`src/rtl/boxcar_decimator.sv`:
```
// ---------------------------------------------------------------------------
// boxcar_decimator
//   Averaging decimator placed ahead of the extremum finder. Sums 2^L valid
//   input samples, divides by the window length with an arithmetic shift,
//   applies a saturating gain of 2^DC_shift and emits one sample per window
//   as a one-cycle tvalid pulse (no tready).
//
// Ports
//   SYS_aclk       system clock, rising edge
//   SYS_areset     asynchronous active-high reset
//   DC_log_count   log2 of window length, clamped to 16
//   DC_shift       post-average left shift (gain 2^0..2^7), saturating
//   S_AXIS_tdata   signed input sample
//   S_AXIS_tvalid  input qualifier, one sample per edge while high
//   M_AXIS_tdata   signed decimated sample, held between pulses
//   M_AXIS_tvalid  one-cycle pulse per completed window
//   M_AXIS_tuser   saturation flag, qualified by M_AXIS_tvalid
// ---------------------------------------------------------------------------
module boxcar_decimator #(
   parameter int unsigned AXIS_TDATA_WIDTH = 32
) (
   input  logic                        SYS_aclk,
   input  logic                        SYS_areset,
   input  logic [4:0]                  DC_log_count,
   input  logic [2:0]                  DC_shift,
   input  logic [AXIS_TDATA_WIDTH-1:0] S_AXIS_tdata,
   input  logic                        S_AXIS_tvalid,
   output logic [AXIS_TDATA_WIDTH-1:0] M_AXIS_tdata,
   output logic                        M_AXIS_tvalid,
   output logic                        M_AXIS_tuser
);

   localparam int unsigned W       = AXIS_TDATA_WIDTH;
   localparam int unsigned GROW_W  = 16;               // headroom for 2^16 samples
   localparam int unsigned ACC_W   = W + GROW_W;
   localparam int unsigned GAIN_W  = 7;                // max DC_shift
   localparam int unsigned SCL_W   = ACC_W + GAIN_W;
   localparam int unsigned CNT_W   = 17;
   localparam int unsigned L_W     = 5;
   localparam int unsigned SH_W    = 3;
   localparam logic [L_W-1:0] L_MAX = L_W'(16);

   // Output saturation limits expressed at the full scaled width
   localparam logic signed [SCL_W-1:0] SAT_MAX = {{(SCL_W-W+1){1'b0}}, {(W-1){1'b1}}};
   localparam logic signed [SCL_W-1:0] SAT_MIN = {{(SCL_W-W+1){1'b1}}, {(W-1){1'b0}}};

   // ------------------------------------------------------------------
   // State
   // ------------------------------------------------------------------
   logic signed [ACC_W-1:0] acc;
   logic        [CNT_W-1:0] count;
   logic        [L_W-1:0]   l_reg;
   logic        [SH_W-1:0]  shift_reg;
   logic signed [ACC_W-1:0] sum;        // completed window total
   logic        [L_W-1:0]   sum_l;      // L the window was captured with
   logic                    done;

   // ------------------------------------------------------------------
   // Combinational helpers (suffixed _c)
   // ------------------------------------------------------------------
   logic        [L_W-1:0]   l_clamp_c;
   logic                    l_change_c;
   logic        [CNT_W-1:0] term_c;
   logic signed [ACC_W-1:0] sample_ext_c;
   logic signed [ACC_W-1:0] sum_next_c;
   logic signed [ACC_W-1:0] mean_c;
   logic signed [SCL_W-1:0] scaled_c;
   logic                    sat_hi_c;
   logic                    sat_lo_c;
   logic        [W-1:0]     out_data_c;

   // Clamp the requested window size and detect a change against the
   // value seen on the previous edge
   always_comb begin
      l_clamp_c  = (DC_log_count > L_MAX) ? L_MAX : DC_log_count;
      l_change_c = (l_clamp_c != l_reg);
   end

   // Terminal count 2^L - 1; l_reg equals l_clamp_c whenever it is used
   always_comb begin
      term_c = CNT_W'((CNT_W'(1) << l_reg) - CNT_W'(1));
   end

   // Sign-extended running sum including the sample on this edge
   always_comb begin
      sample_ext_c = {{GROW_W{S_AXIS_tdata[W-1]}}, S_AXIS_tdata};
      sum_next_c   = ACC_W'(acc + sample_ext_c);
   end

   // Average (floor) then gain at full width, then saturate to W bits
   always_comb begin
      mean_c     = sum >>> sum_l;
      scaled_c   = SCL_W'({{GAIN_W{mean_c[ACC_W-1]}}, mean_c} << shift_reg);
      sat_hi_c   = (scaled_c > SAT_MAX);
      sat_lo_c   = (scaled_c < SAT_MIN);
      out_data_c = W'(scaled_c);
      if (sat_hi_c) begin
         out_data_c = W'(SAT_MAX);
      end else if (sat_lo_c) begin
         out_data_c = W'(SAT_MIN);
      end
   end

   // ------------------------------------------------------------------
   // Configuration registers, sampled every edge
   // ------------------------------------------------------------------
   always_ff @(posedge SYS_aclk or posedge SYS_areset) begin
      if (SYS_areset) begin
         l_reg     <= '0;
         shift_reg <= '0;
      end else begin
         l_reg     <= l_clamp_c;
         shift_reg <= DC_shift;
      end
   end

   // ------------------------------------------------------------------
   // Accumulator, sample counter and window capture
   // ------------------------------------------------------------------
   always_ff @(posedge SYS_aclk or posedge SYS_areset) begin
      if (SYS_areset) begin
         acc   <= '0;
         count <= '0;
         sum   <= '0;
         sum_l <= '0;
         done  <= 1'b0;
      end else begin
         done <= 1'b0;
         if (l_change_c) begin
            // Window size changed: drop the partial window and this sample
            acc   <= '0;
            count <= '0;
         end else if (S_AXIS_tvalid) begin
            if (count == term_c) begin
               sum   <= sum_next_c;
               sum_l <= l_reg;
               done  <= 1'b1;
               acc   <= '0;
               count <= '0;
            end else begin
               acc   <= sum_next_c;
               count <= CNT_W'(count + CNT_W'(1));
            end
         end
      end
   end

   // ------------------------------------------------------------------
   // Output stage: one pulse the edge after a window completes
   // ------------------------------------------------------------------
   always_ff @(posedge SYS_aclk or posedge SYS_areset) begin
      if (SYS_areset) begin
         M_AXIS_tdata  <= '0;
         M_AXIS_tvalid <= 1'b0;
         M_AXIS_tuser  <= 1'b0;
      end else begin
         M_AXIS_tvalid <= done;
         if (done) begin
            M_AXIS_tdata <= out_data_c;
            M_AXIS_tuser <= sat_hi_c | sat_lo_c;
         end
      end
   end

endmodule

```
`config.mk`:
```
export PLATFORM = sky130hd
export DESIGN_NAME = boxcar_decimator
export DESIGN_NICKNAME = d
export VERILOG_FILES = /design/src/rtl/boxcar_decimator.sv
export SDC_FILE = /design/constraint.sdc
export NUM_CORES = 1
export LEC_CHECK = 0
export CORE_ASPECT_RATIO = 1.5
export CORE_MARGIN = 3
export CORE_UTILIZATION = 35
export CTS_CLUSTER_SIZE = 8
export DETAILED_ROUTE_END_ITERATION = 16
export GPL_TIMING_DRIVEN = 0
export PLACE_DENSITY = 0.59
export RECOVER_POWER = 100
export SLEW_MARGIN = 0
export SYNTH_ARGS = -nofsm -noshare
export SYNTH_HDL_FRONTEND = slang
export SYNTH_SLANG_ARGS = --single-unit
```
`constraint.sdc`:
```
create_clock -name SYS_aclk -period 5.3 [get_ports SYS_aclk]
set_clock_uncertainty 0.2 [all_clocks]
set_input_delay 1.06 -clock SYS_aclk [delete_from_list [all_inputs] [get_ports SYS_aclk]]
set_output_delay 1.06 -clock SYS_aclk [all_outputs]
set_load 0.05 [all_outputs]
```
==> impl_metrics.yaml <==
clock_network:
  cts_buffers: 17
  cts_sinks: 161
  cts-root-buf: "clkbuf_16"
  cts_buffer_depth: 2
  cts_hold_buf: 0
  path_clk_slew_ns: 0.08
  clock_latency_ns: 0.47
  cts_tree: "yes"
  cts_htree_levels: 4
sta:
  hold-worst-slack_ns: 0.179
  worstMarginPinSlew_ns: 2.09
  finalCritPeriodShare: 0.974
  hold_viol_final: 0
  report.final.setup_viol: 0
  timing.final.max_slew_violations: 36
  tns_ns: 0
  relSlewSlack: -0.391
  grt_setup_unrepaired: "false"
  fmax_mhz: 194
  fin_crit_ns: 5.16
routing:
  vias_per_cell: 5.85
  firstDrtPassIters: 5
  remaining_drc_errors: 0
  initialDrtViolationCount: 955
  wirelength_um: 52100
  num_vias: 14100
  ant_nets: 0
  wire_per_inst_um: 21.6
placed_design:
  io_buffers: 76
  dp.cells: 2383
  hpwl_um: 41600
  dpl_cell_area_um2: 16500
  gp_congestion: 0.940
worst_setup_path:
  rr_worst_depth: 12
  cp_max_fo: 10
  cp.required_ns: 5.48
  r2r_end: "M_AXIS_tdata[0]"
  start_kind: "flop"
  crit_type: "flop to flop"
  reg2reg_from: "shift_reg[0]"
  crit_start: "shift_reg[0]"
  arrival_ns: 5.35
  crit_path_end_kind: "flop"
  reg2reg_slack_ns: 0.14
finish:
  fill_cells: 4259
  final_area_um2: 17100
  top_regs: "acc: 48 flops, sum: 48 flops, M_AXIS_tdata: 32 flops"
  syn2layout_area_growth_pct: 14.5
  num-nets-final: 1931
  drive_above_1_share: 0.113
  final_util: 0.406
  antenna_cells: 0
  stdcell_count: 2415
floorplan:
  die_y_um: 259
  ios: 77
  rows: 92
  core_area_um2: 42000
  dieArea_um2: 45200
  floorplan.initialDensity: 0.355
  fp.dieW_um: 175
global_route:
  gr-total-overflow: 0
  grtUsageTotal: 0.228
  grt_max_degree: 40
  grt_pass1_wl_um: 81200
  antenna_found_initial: 1
  grt_pass1_vias: 14300
logic_synthesis:
  synthesis.nets: 1832
  ys_seq_elements: 161
  synth_top_cell_area_share: 0.270
  ys_types: 90
  syn_avg_cell_area_um2: 8.57
  netlist_instances: 1739
  synthFlopType: "dfrtp_1"
  yosys_warnings: 0
  async_flop_share: 1.00
  synth_area_leader_cell: "dfrtp_1"
  synth.yosys.seq_area_share: 0.270
  syn_area_um2: 14900
  synth.area.top_cells: "dfrtp_1 (27%), mux4_2 (10%), nand2_1 (6.0%)"
  synth_edf_count: 0
min_path:
  hp-start: "done"
  hold_path.class: "flop to flop"
  hold_depth: 0
  holdPathEnd: "M_AXIS_tvalid"
power:
  leakagePower_nw: 7.41
  p_per_area_nw_per_um2: 189
  max-vdd-ir-drop_mv: 0.166
run:
  cap_violations: 2
outcome:
  violations: "capacitance limit, slew limit"
  status: "complete, but fails checks"
==> area by class of cell <==
type,instances,area (um2),area share
clock buffers,19,433,0.0254
plain buffers,140,606,0.0355
well taps,564,706,0.0413
clock inverters,13,170,0.00997
flip-flops and latches,161,4030,0.236
repair buffers,80,812,0.0476
inverters,26,98.8,0.00579
multi-input cells,1412,10200,0.598
==> synthesized netlist by cell type (5+ instances only) <==
| master | count |
|---|---|
| nand2_1 | 237 |
| o21ai_0 | 172 |
| dfrtp_1 | 161 |
| nor2_1 | 137 |
| a21oi_1 | 110 |
| clkbuf_1 | 94 |
| mux2i_1 | 85 |
| mux4_2 | 67 |
| ha_1 | 49 |
| a21o_1 | 48 |
| mux2_2 | 48 |
| o211ai_1 | 35 |
| xor2_1 | 31 |
| xnor2_1 | 30 |
| nand3_1 | 26 |
| inv_1 | 24 |
| nor3_1 | 23 |
| nor2b_1 | 22 |
| a31oi_1 | 21 |
| and3_1 | 19 |
| buf_1 | 19 |
| a22o_1 | 17 |
| buf_2 | 17 |
| nand2b_1 | 17 |
| and2_1 | 16 |
| nand4_1 | 11 |
| or2_2 | 11 |
| o21a_1 | 10 |
| o21bai_1 | 10 |
| o31ai_1 | 10 |
| a22oi_1 | 9 |
| nor4_1 | 9 |
| a211oi_1 | 8 |
| a221oi_1 | 8 |
| buf_4 | 6 |
| o2111ai_1 | 6 |
| a32oi_1 | 5 |
| o22a_1 | 5 |
| o22ai_1 | 5 |
| or3_1 | 5 |
==> cell usage in the layout (no fill, tap or decap), types with 20 or more instances in the layout <==
| master | n |
|---|---|
| nand2_1 | 237 |
| inv_1 | 23 |
| a21o_1 | 48 |
| dfrtp_1 | 161 |
| nor2_1 | 137 |
| o211ai_1 | 35 |
| clkdlybuf4s50_1 | 36 |
| o21ai_0 | 172 |
| xor2_1 | 31 |
| mux2_2 | 48 |
| clkbuf_1 | 95 |
| nand3_1 | 26 |
| nor3_1 | 23 |
| xnor2_1 | 30 |
| a21oi_1 | 110 |
| mux4_2 | 67 |
| nor2b_1 | 22 |
| mux2i_1 | 85 |
| dlygate4sd3_1 | 40 |
| ha_1 | 49 |
| a31oi_1 | 20 |
==> power by group <==
part           leakage (nW)  internal [mW]  total [mW]  switching (mW)
clock                 0.291          0.715        1.34           0.623
sequential             2.22           1.25        1.28          0.0224
combinational          4.90          0.223       0.614           0.391
total                  7.41           2.19        3.23            1.04
==> metal layers <==
layer | part of all wire | GRT usage | vias to the layer above | routed length, um
met2 | 0.52 | 0.422 | 429 | 27100
met5 | 0.00023 | 0 | - | 12
li1 | - | - | 6656 | -
met1 | 0.39 | 0.248 | 6893 | 20100
met4 | 0.058 | 0.130 | 2 | 3030
met3 | 0.035 | 0.0311 | 147 | 1830
==> critical path: stages, from the launching register on <==
cell	delay (ns)
dfrtp_1	0.34
clkbuf_1	0.40
clkbuf_1	0.59
buf_1	0.56
clkbuf_1	0.48
o211ai_1	0.29
a311o_1	0.46
a31oi_1	0.24
o2111ai_1	0.22
o41ai_4	0.62
nand2_1	0.19
or3_1	0.34
a21oi_1	0.15
==> how the worst max path moves through the flow <==
| stage | slack, ns | endpoint |
|---|---|---|
| after floorplan | 0.92 | sum[42] |
| after global placement | -0.32 | sum[42] |
| after detailed placement | -0.38 | sum[42] |
| after CTS | 0.11 | sum[42] |
| after global routing | 0.01 | M_AXIS_tdata[0] |
| final | 0.14 | M_AXIS_tdata[0] |
==> per-stage QoR <==
step | total power, mW | setup slack [ns]
after floorplan | 1.70 | 0.922
after global placement | 1.90 | -0.318
after detailed placement | 1.91 | -0.379
after CTS | 3.26 | 0.110
after global routing | 3.36 | 0.0147
final | 3.23 | 0.139
==> timing repair <==
action / CTS / global route
setup endpoints to repair: 2 / 39
gates resized for setup: 1 / 8
buffers inserted: 0 / 0
==> cell families (layout without fill, tap and decap cells) <==
group,count (synthesis),count (layout),share of synthesized area
mux,200,200,0.195
flops,161,161,0.270
simple gates,559,559,0.173
xor+xnor,62,62,0.0373
compound gates,541,541,0.235
buf+inv,166,278,0.0470
fa+ha+maj,50,50,0.0425
No activity file was read; power rests on OpenSTA's default activity.
